**config.mk**
```make
export PLATFORM = sky130hd
export DESIGN_NAME = hack_rom_loader_flat
export DESIGN_NICKNAME = d
export VERILOG_FILES = /design/src/rtl/hack_rom_loader_if.sv /design/src/rtl/hack_rom_loader.sv /design/src/flat_wrapper.sv
export SDC_FILE = /design/constraint.sdc
export NUM_CORES = 1
export LEC_CHECK = 0
export ABC_AREA = 1
export BUFFER_PORTS_ARGS = -buffer_cell sky130_fd_sc_hd__buf_2
export CORE_UTILIZATION = 53
export DETAILED_ROUTE_END_ITERATION = 8
export PLACE_DENSITY = 0.81
export SLEW_MARGIN = 0
export SYNTH_ARGS = -nofsm -noshare
export SYNTH_HDL_FRONTEND = slang
export SYNTH_SLANG_ARGS = --single-unit
```
**constraint.sdc**
```tcl
create_clock -name clk -period 1.68 [get_ports clk]
set_input_delay 0.168 -clock clk [delete_from_list [all_inputs] [get_ports clk]]
set_output_delay 0.168 -clock clk [all_outputs]
set_load 0.005 [all_outputs]
```
**src/rtl/hack_rom_loader_if.sv**
```systemverilog
// Byte stream from the UART receiver and the instruction ROM write port
// driven by the Hack ROM loader.
interface hack_rom_loader_if #(
  parameter int WIDTH = 16,
  parameter int I_AW  = 16
);
  logic             rx_valid;
  logic [7:0]       rx_data;
  logic [I_AW-1:0]  rom_addr;
  logic [WIDTH-1:0] rom_wdata;
  logic             rom_write;

  modport master (
    input  rx_valid,
    input  rx_data,
    output rom_addr,
    output rom_wdata,
    output rom_write
  );

  modport slave (
    output rx_valid,
    output rx_data,
    input  rom_addr,
    input  rom_wdata,
    input  rom_write
  );
endinterface

```
**src/rtl/hack_rom_loader.sv**
```systemverilog
// Reloads the Hack instruction ROM from a length-prefixed big-endian byte
// stream while holding the CPU in reset.
//
// state   | meaning
// IDLE    | waiting for start; cpu_reset holds its last value
// LEN_HI  | expecting word count [15:8]
// LEN_LO  | expecting word count [7:0]
// DATA_HI | expecting instruction high byte
// DATA_LO | expecting instruction low byte; writes the word
// DONE    | load complete; releases the CPU next cycle
module hack_rom_loader #(
  parameter int WIDTH          = 16,
  parameter int I_AW           = 16,
  parameter int TIMEOUT_CYCLES = 2700000
) (
  input  logic              clk,
  input  logic              reset,
  input  logic              start,
  hack_rom_loader_if.master bus,
  output logic              cpu_reset,
  output logic              busy,
  output logic              done,
  output logic              error
);

  typedef enum logic [2:0] {
    S_IDLE, S_LEN_HI, S_LEN_LO, S_DATA_HI, S_DATA_LO, S_DONE
  } state_t;

  localparam int TW = $clog2(TIMEOUT_CYCLES);
  // Timer reloads to T-1 so the error lands exactly T edges after the byte.
  localparam logic [TW-1:0] TLOAD   = TW'(TIMEOUT_CYCLES - 1);
  localparam logic [32:0]   MAX_LEN = 33'd1 << I_AW;

  state_t           state, state_d;
  logic [15:0]      len_q, len_d, len_full;
  logic [7:0]       hi_q, hi_d;
  logic [I_AW:0]    idx_q, idx_d, idx_inc;
  logic [TW-1:0]    timer_q, timer_d;
  logic [I_AW-1:0]  rom_addr_q, rom_addr_d;
  logic [WIDTH-1:0] rom_wdata_q, rom_wdata_d;
  logic             rom_write_q, rom_write_d;
  logic             cpu_reset_d, busy_d, done_d, error_d;
  logic             active, last_word, oversize;

  assign idx_inc   = idx_q + {{I_AW{1'b0}}, 1'b1};
  assign len_full  = {len_q[15:8], bus.rx_data};
  assign last_word = (33'(idx_inc) == 33'(len_q));
  assign oversize  = (33'(len_full) > MAX_LEN);
  assign active    = (state == S_LEN_HI) || (state == S_LEN_LO) ||
                     (state == S_DATA_HI) || (state == S_DATA_LO);

  always_comb begin
    state_d     = state;
    len_d       = len_q;
    hi_d        = hi_q;
    idx_d       = idx_q;
    timer_d     = (timer_q != '0) ? timer_q - TW'(1) : timer_q;
    rom_addr_d  = rom_addr_q;
    rom_wdata_d = rom_wdata_q;
    rom_write_d = 1'b0;
    cpu_reset_d = cpu_reset;
    busy_d      = busy;
    done_d      = 1'b0;
    error_d     = error;

    if (active && bus.rx_valid) timer_d = TLOAD;

    case (state)
      S_IDLE: begin
        if (start) begin
          state_d     = S_LEN_HI;
          cpu_reset_d = 1'b1;
          busy_d      = 1'b1;
          error_d     = 1'b0;
          idx_d       = '0;
          timer_d     = TLOAD;
        end
      end
      S_LEN_HI: begin
        if (bus.rx_valid) begin
          len_d[15:8] = bus.rx_data;
          state_d     = S_LEN_LO;
        end
      end
      S_LEN_LO: begin
        if (bus.rx_valid) begin
          len_d = len_full;
          if (len_full == 16'd0) begin
            state_d = S_DONE;
          end else if (oversize) begin
            state_d = S_IDLE;
            error_d = 1'b1;
            busy_d  = 1'b0;
          end else begin
            state_d = S_DATA_HI;
          end
        end
      end
      S_DATA_HI: begin
        if (bus.rx_valid) begin
          hi_d    = bus.rx_data;
          state_d = S_DATA_LO;
        end
      end
      S_DATA_LO: begin
        if (bus.rx_valid) begin
          rom_write_d = 1'b1;
          rom_addr_d  = idx_q[I_AW-1:0];
          rom_wdata_d = WIDTH'({hi_q, bus.rx_data});
          idx_d       = idx_inc;
          state_d     = last_word ? S_DONE : S_DATA_HI;
        end
      end
      S_DONE: begin
        state_d     = S_IDLE;
        done_d      = 1'b1;
        busy_d      = 1'b0;
        cpu_reset_d = 1'b0;
      end
      default: state_d = S_IDLE;
    endcase

    // Silence on the link abandons the load; the CPU stays held.
    if (active && !bus.rx_valid && timer_q == '0) begin
      state_d = S_IDLE;
      error_d = 1'b1;
      busy_d  = 1'b0;
    end
  end

  always_ff @(posedge clk) begin
    if (reset) begin
      state       <= S_IDLE;
      len_q       <= '0;
      hi_q        <= '0;
      idx_q       <= '0;
      timer_q     <= '0;
      rom_addr_q  <= '0;
      rom_wdata_q <= '0;
      rom_write_q <= 1'b0;
      cpu_reset   <= 1'b0;
      busy        <= 1'b0;
      done        <= 1'b0;
      error       <= 1'b0;
    end else begin
      state       <= state_d;
      len_q       <= len_d;
      hi_q        <= hi_d;
      idx_q       <= idx_d;
      timer_q     <= timer_d;
      rom_addr_q  <= rom_addr_d;
      rom_wdata_q <= rom_wdata_d;
      rom_write_q <= rom_write_d;
      cpu_reset   <= cpu_reset_d;
      busy        <= busy_d;
      done        <= done_d;
      error       <= error_d;
    end
  end

  assign bus.rom_addr  = rom_addr_q;
  assign bus.rom_wdata = rom_wdata_q;
  assign bus.rom_write = rom_write_q;

endmodule

```
**src/flat_wrapper.sv**
```systemverilog
// flat-port wrapper written by rule: the top's interface ports become plain ports
module hack_rom_loader_flat 
#(
  parameter int WIDTH          = 16,
  parameter int I_AW           = 16,
  parameter int TIMEOUT_CYCLES = 2700000
)
  (clk, reset, start, cpu_reset, busy, done, error, bus_rx_valid, bus_rx_data, bus_rom_addr, bus_rom_wdata, bus_rom_write);
  hack_rom_loader_if #(.WIDTH(WIDTH), .I_AW(I_AW)) bus_i ();
  input  logic clk;
  input  logic reset;
  input  logic start;
  output logic cpu_reset;
  output logic busy;
  output logic done;
  output logic error;
  input wire logic [$bits(bus_i.rx_valid)-1:0] bus_rx_valid;
  input wire logic [$bits(bus_i.rx_data)-1:0] bus_rx_data;
  output wire logic [$bits(bus_i.rom_addr)-1:0] bus_rom_addr;
  output wire logic [$bits(bus_i.rom_wdata)-1:0] bus_rom_wdata;
  output wire logic [$bits(bus_i.rom_write)-1:0] bus_rom_write;
  assign bus_i.rx_valid = bus_rx_valid;
  assign bus_i.rx_data = bus_rx_data;
  assign bus_rom_addr = bus_i.rom_addr;
  assign bus_rom_wdata = bus_i.rom_wdata;
  assign bus_rom_write = bus_i.rom_write;
  hack_rom_loader #(.WIDTH(WIDTH), .I_AW(I_AW), .TIMEOUT_CYCLES(TIMEOUT_CYCLES)) u_core (.clk(clk), .reset(reset), .start(start), .bus(bus_i), .cpu_reset(cpu_reset), .busy(busy), .done(done), .error(error));
endmodule
```
==> run metrics <==
Syn. warnings 0; post-layout minimum cycle time 2.01 ns; num rows 34; Reg2Reg Depth 16; layout cells sized above 1 33.9%; EDFF count, synth 0; RSZ-0062 raised after global routing true; Worst setup SP type register; Layout Skew 0.0180 ns; Max Root-Sink Buffers 2; crit path DAT 2.35 ns; CTS clk-pin slew, worst paths 0.11 ns; asr flop ratio synth 0%; most common cell after layout, fill and taps aside nand2_1; CTS H-Tree Depth 3; Placed Area 0.00573 mm2; first-pass GRT wire length 23100 um; headroom to the max-slew limit 71.8%; min-delay worst type primary input to register; initial core utilization 55.5%; I/O Buffers 48; Seq/Total Area, Yosys 42.0%; worst-margin pin slew 0.423 ns; first-pass iteration count of the detailed router 5; Post-Route WL 15500 um; leading register cell type out of synthesis dfxtp_1; Overflow after GRT 0; Syn Nets 718; cell area after synthesis 0.00491 mm2; DRT antenna net count 0; Tot GR Track Use 29.9%; Power Density 882 mW/mm2; Synth Area per Inst 6.99 um2; Die Area 0.00966 mm2; via/cell ratio 5.80; critical path type register to register; initial antenna violation count 0; Worst-Skew Late Latency 0.40 ns; ANT cells 0; TritonCTS Buffers 9; CP endpoint kind register; Die Ht 98.3 um; Req. time, crit path 2.02 ns; Synth-to-Final Area Change 32.1%; largest net degree at the start of global routing 53; Worst Hold Depth 3; Fmax achieved 496 MHz; Max Slew Vio Count 0; crit path max fanout 6; hold slack 0.0807 ns; # DRC 0; DRT iter0 DRCs 549; via count 5461; Setup violations, final 9; Synth cell types 38; post-route design area 0.00649 mm2; Root Buffer clkbuf_8; Leak 2.87 nW; Die Wd 98.3 um; vias in the first global route 4996; final-report hold violation count 0; CTS tree done; Ports 49; failing checks setup timing; CTS Hold Bufs 0; most frequent cells in the layout nand2_1 (111), buf_4 (85), dfxtp_1 (82); Placer Congestion 0.952; Layout Nets 844; Yosys reg bits 103; core area 0.00885 mm2; Post-Syn Instances 703; run status finished, violations left; max_cap viols 0; average routed wire per standard cell 16.4 um; clock sinks 103; HPWL after DPL 9880 um; VDD IR max 0.848 mV; # fillers 639; Tcrit/Tclk final 120%; post-route worst setup slack -0.334 ns
## worst max-delay path, stage by stage, from the launching register on
cell and delay, ns:
dfxtp_4 0.39, ha_4 0.16, nand2_4 0.06, nor2_4 0.24, nand2_4 0.12, buf_6 0.14, nand2_2 0.05, nand3_1 0.10
nand2_2 0.12, nor2_2 0.05, nand2_1 0.07, nor2_2 0.05, nand3_1 0.07, nand2_1 0.06, nand2_1 0.07, nand2_1 0.07
a21oi_2 0.13
## synth_stat cells (2+ instances only)
cell      number  area, um2
nand2_2        7       43.8
o21bai_1       3       22.5
a21boi_0       2       15.0
a31oi_1        2       12.5
nor4_1         7       43.8
xnor2_1        4       35.0
nand4_1       13       81.3
buf_4          2       15.0
o21ai_0       64        320
nand3_1       55        275
a211oi_1       2       15.0
nor2_4         7       78.8
ha_1           3       37.5
nand3_2        2       20.0
inv_1         82        308
o31ai_1        2       15.0
xor2_1         5       43.8
nor2_2         8       50.1
dfxtp_1      103       2060
nor2_1        84        315
a21oi_1       76        380
nor3_1         9       45.0
nand2_1      128        480
buf_2          6       30.0
clkbuf_1      14       52.6
## per-layer routing
| metal | GRT usage, % | part of all wire, % |
|---|---|---|
| met4 | 13.9 | 3.8 |
| met2 | 46.9 | 47 |
| met1 | 39.5 | 42 |
| met5 | 0 | 0 |
| met3 | 6.16 | 7.3 |
## registers in the layout, summed over array words and instances, names as in the netlist
| register | count |
|---|---|
| u_core.timer_q | 22 |
| u_core.idx_q | 17 |
| u_core.bus.rom_addr | 16 |
| u_core.bus.rom_wdata | 16 |
| u_core.len_q | 16 |
| u_core.hi_q | 8 |
| u_core.state | 3 |
| u_core.bus.rom_write | 1 |
| u_core.busy | 1 |
| u_core.cpu_reset | 1 |
| u_core.done | 1 |
| u_core.error | 1 |
## logic make-up (layout without fill, tap and decap cells)
group,Yosys count,count (layout),synth area share [%]
simple gates,322,322,29.5
compound gates,159,159,17.3
buf+inv,106,237,8.43
flops,103,103,42.0
xor+xnor,10,10,2.06
fa+ha+maj,3,3,0.764
## stage by stage
stage | setup WS, ns | util (%) | instances | total power, mW | setup TNS [ns]
6_report | -0.334 | 73.3 | 942 | 5.72 | -0.997
5_1_grt | -0.397 | 73.3 | 942 | 5.95 | -2.59
4_1_cts | -0.141 | 68.2 | 928 | 5.31 | -0.257
3_5_place_dp | -0.224 | 64.8 | 906 | 3.73 | -0.757
3_3_place_gp | -0.128 | 64.8 | 906 | 3.70 | -0.459
2_1_floorplan | 0.0244 | - | 703 | 3.35 | 0
## power by group
part	switching, mW	internal (mW)	leakage (nW)
Clock	1.02	0.583	0.0966
Combinational	0.890	0.534	1.93
Sequential	0.121	2.57	0.845
Total	2.03	3.69	2.87
## final timing paths
kind / start / endpoint / slack (ns)
setup / recovery: u_core.idx_q[0]$_SDFFE_PP0P_ / u_core.state[1]$_SDFFE_PP0P_ / -0.33
hold / removal: bus_rx_data[7] / u_core.bus.rom_wdata[7]$_SDFFE_PP0P_ / 0.08
setup reg to reg: u_core.idx_q[0]$_SDFFE_PP0P_ / u_core.state[1]$_SDFFE_PP0P_ / -0.33
hold reg to reg: u_core.hi_q[2]$_SDFFE_PP0P_ / u_core.bus.rom_wdata[10]$_SDFFE_PP0P_ / 0.46
## cell type report
class / count / area, um2 / share of cell area, %
clock buffers: 9 / 124 / 1.91
clock inverters: 7 / 72.6 / 1.12
inverters: 84 / 325 / 5.01
multi-input cells: 494 / 2810 / 43.2
flip-flops and latches: 103 / 2100 / 32.3
well taps: 108 / 135 / 2.08
repair buffers: 137 / 932 / 14.4
## what timing repair did
item	in CTS	in global routing
setup buffers	6	14
resized for setup	21	113
pin swaps	21	39
endpoints found under the setup margin	10	69
Power figures use the tool's default switching activity.
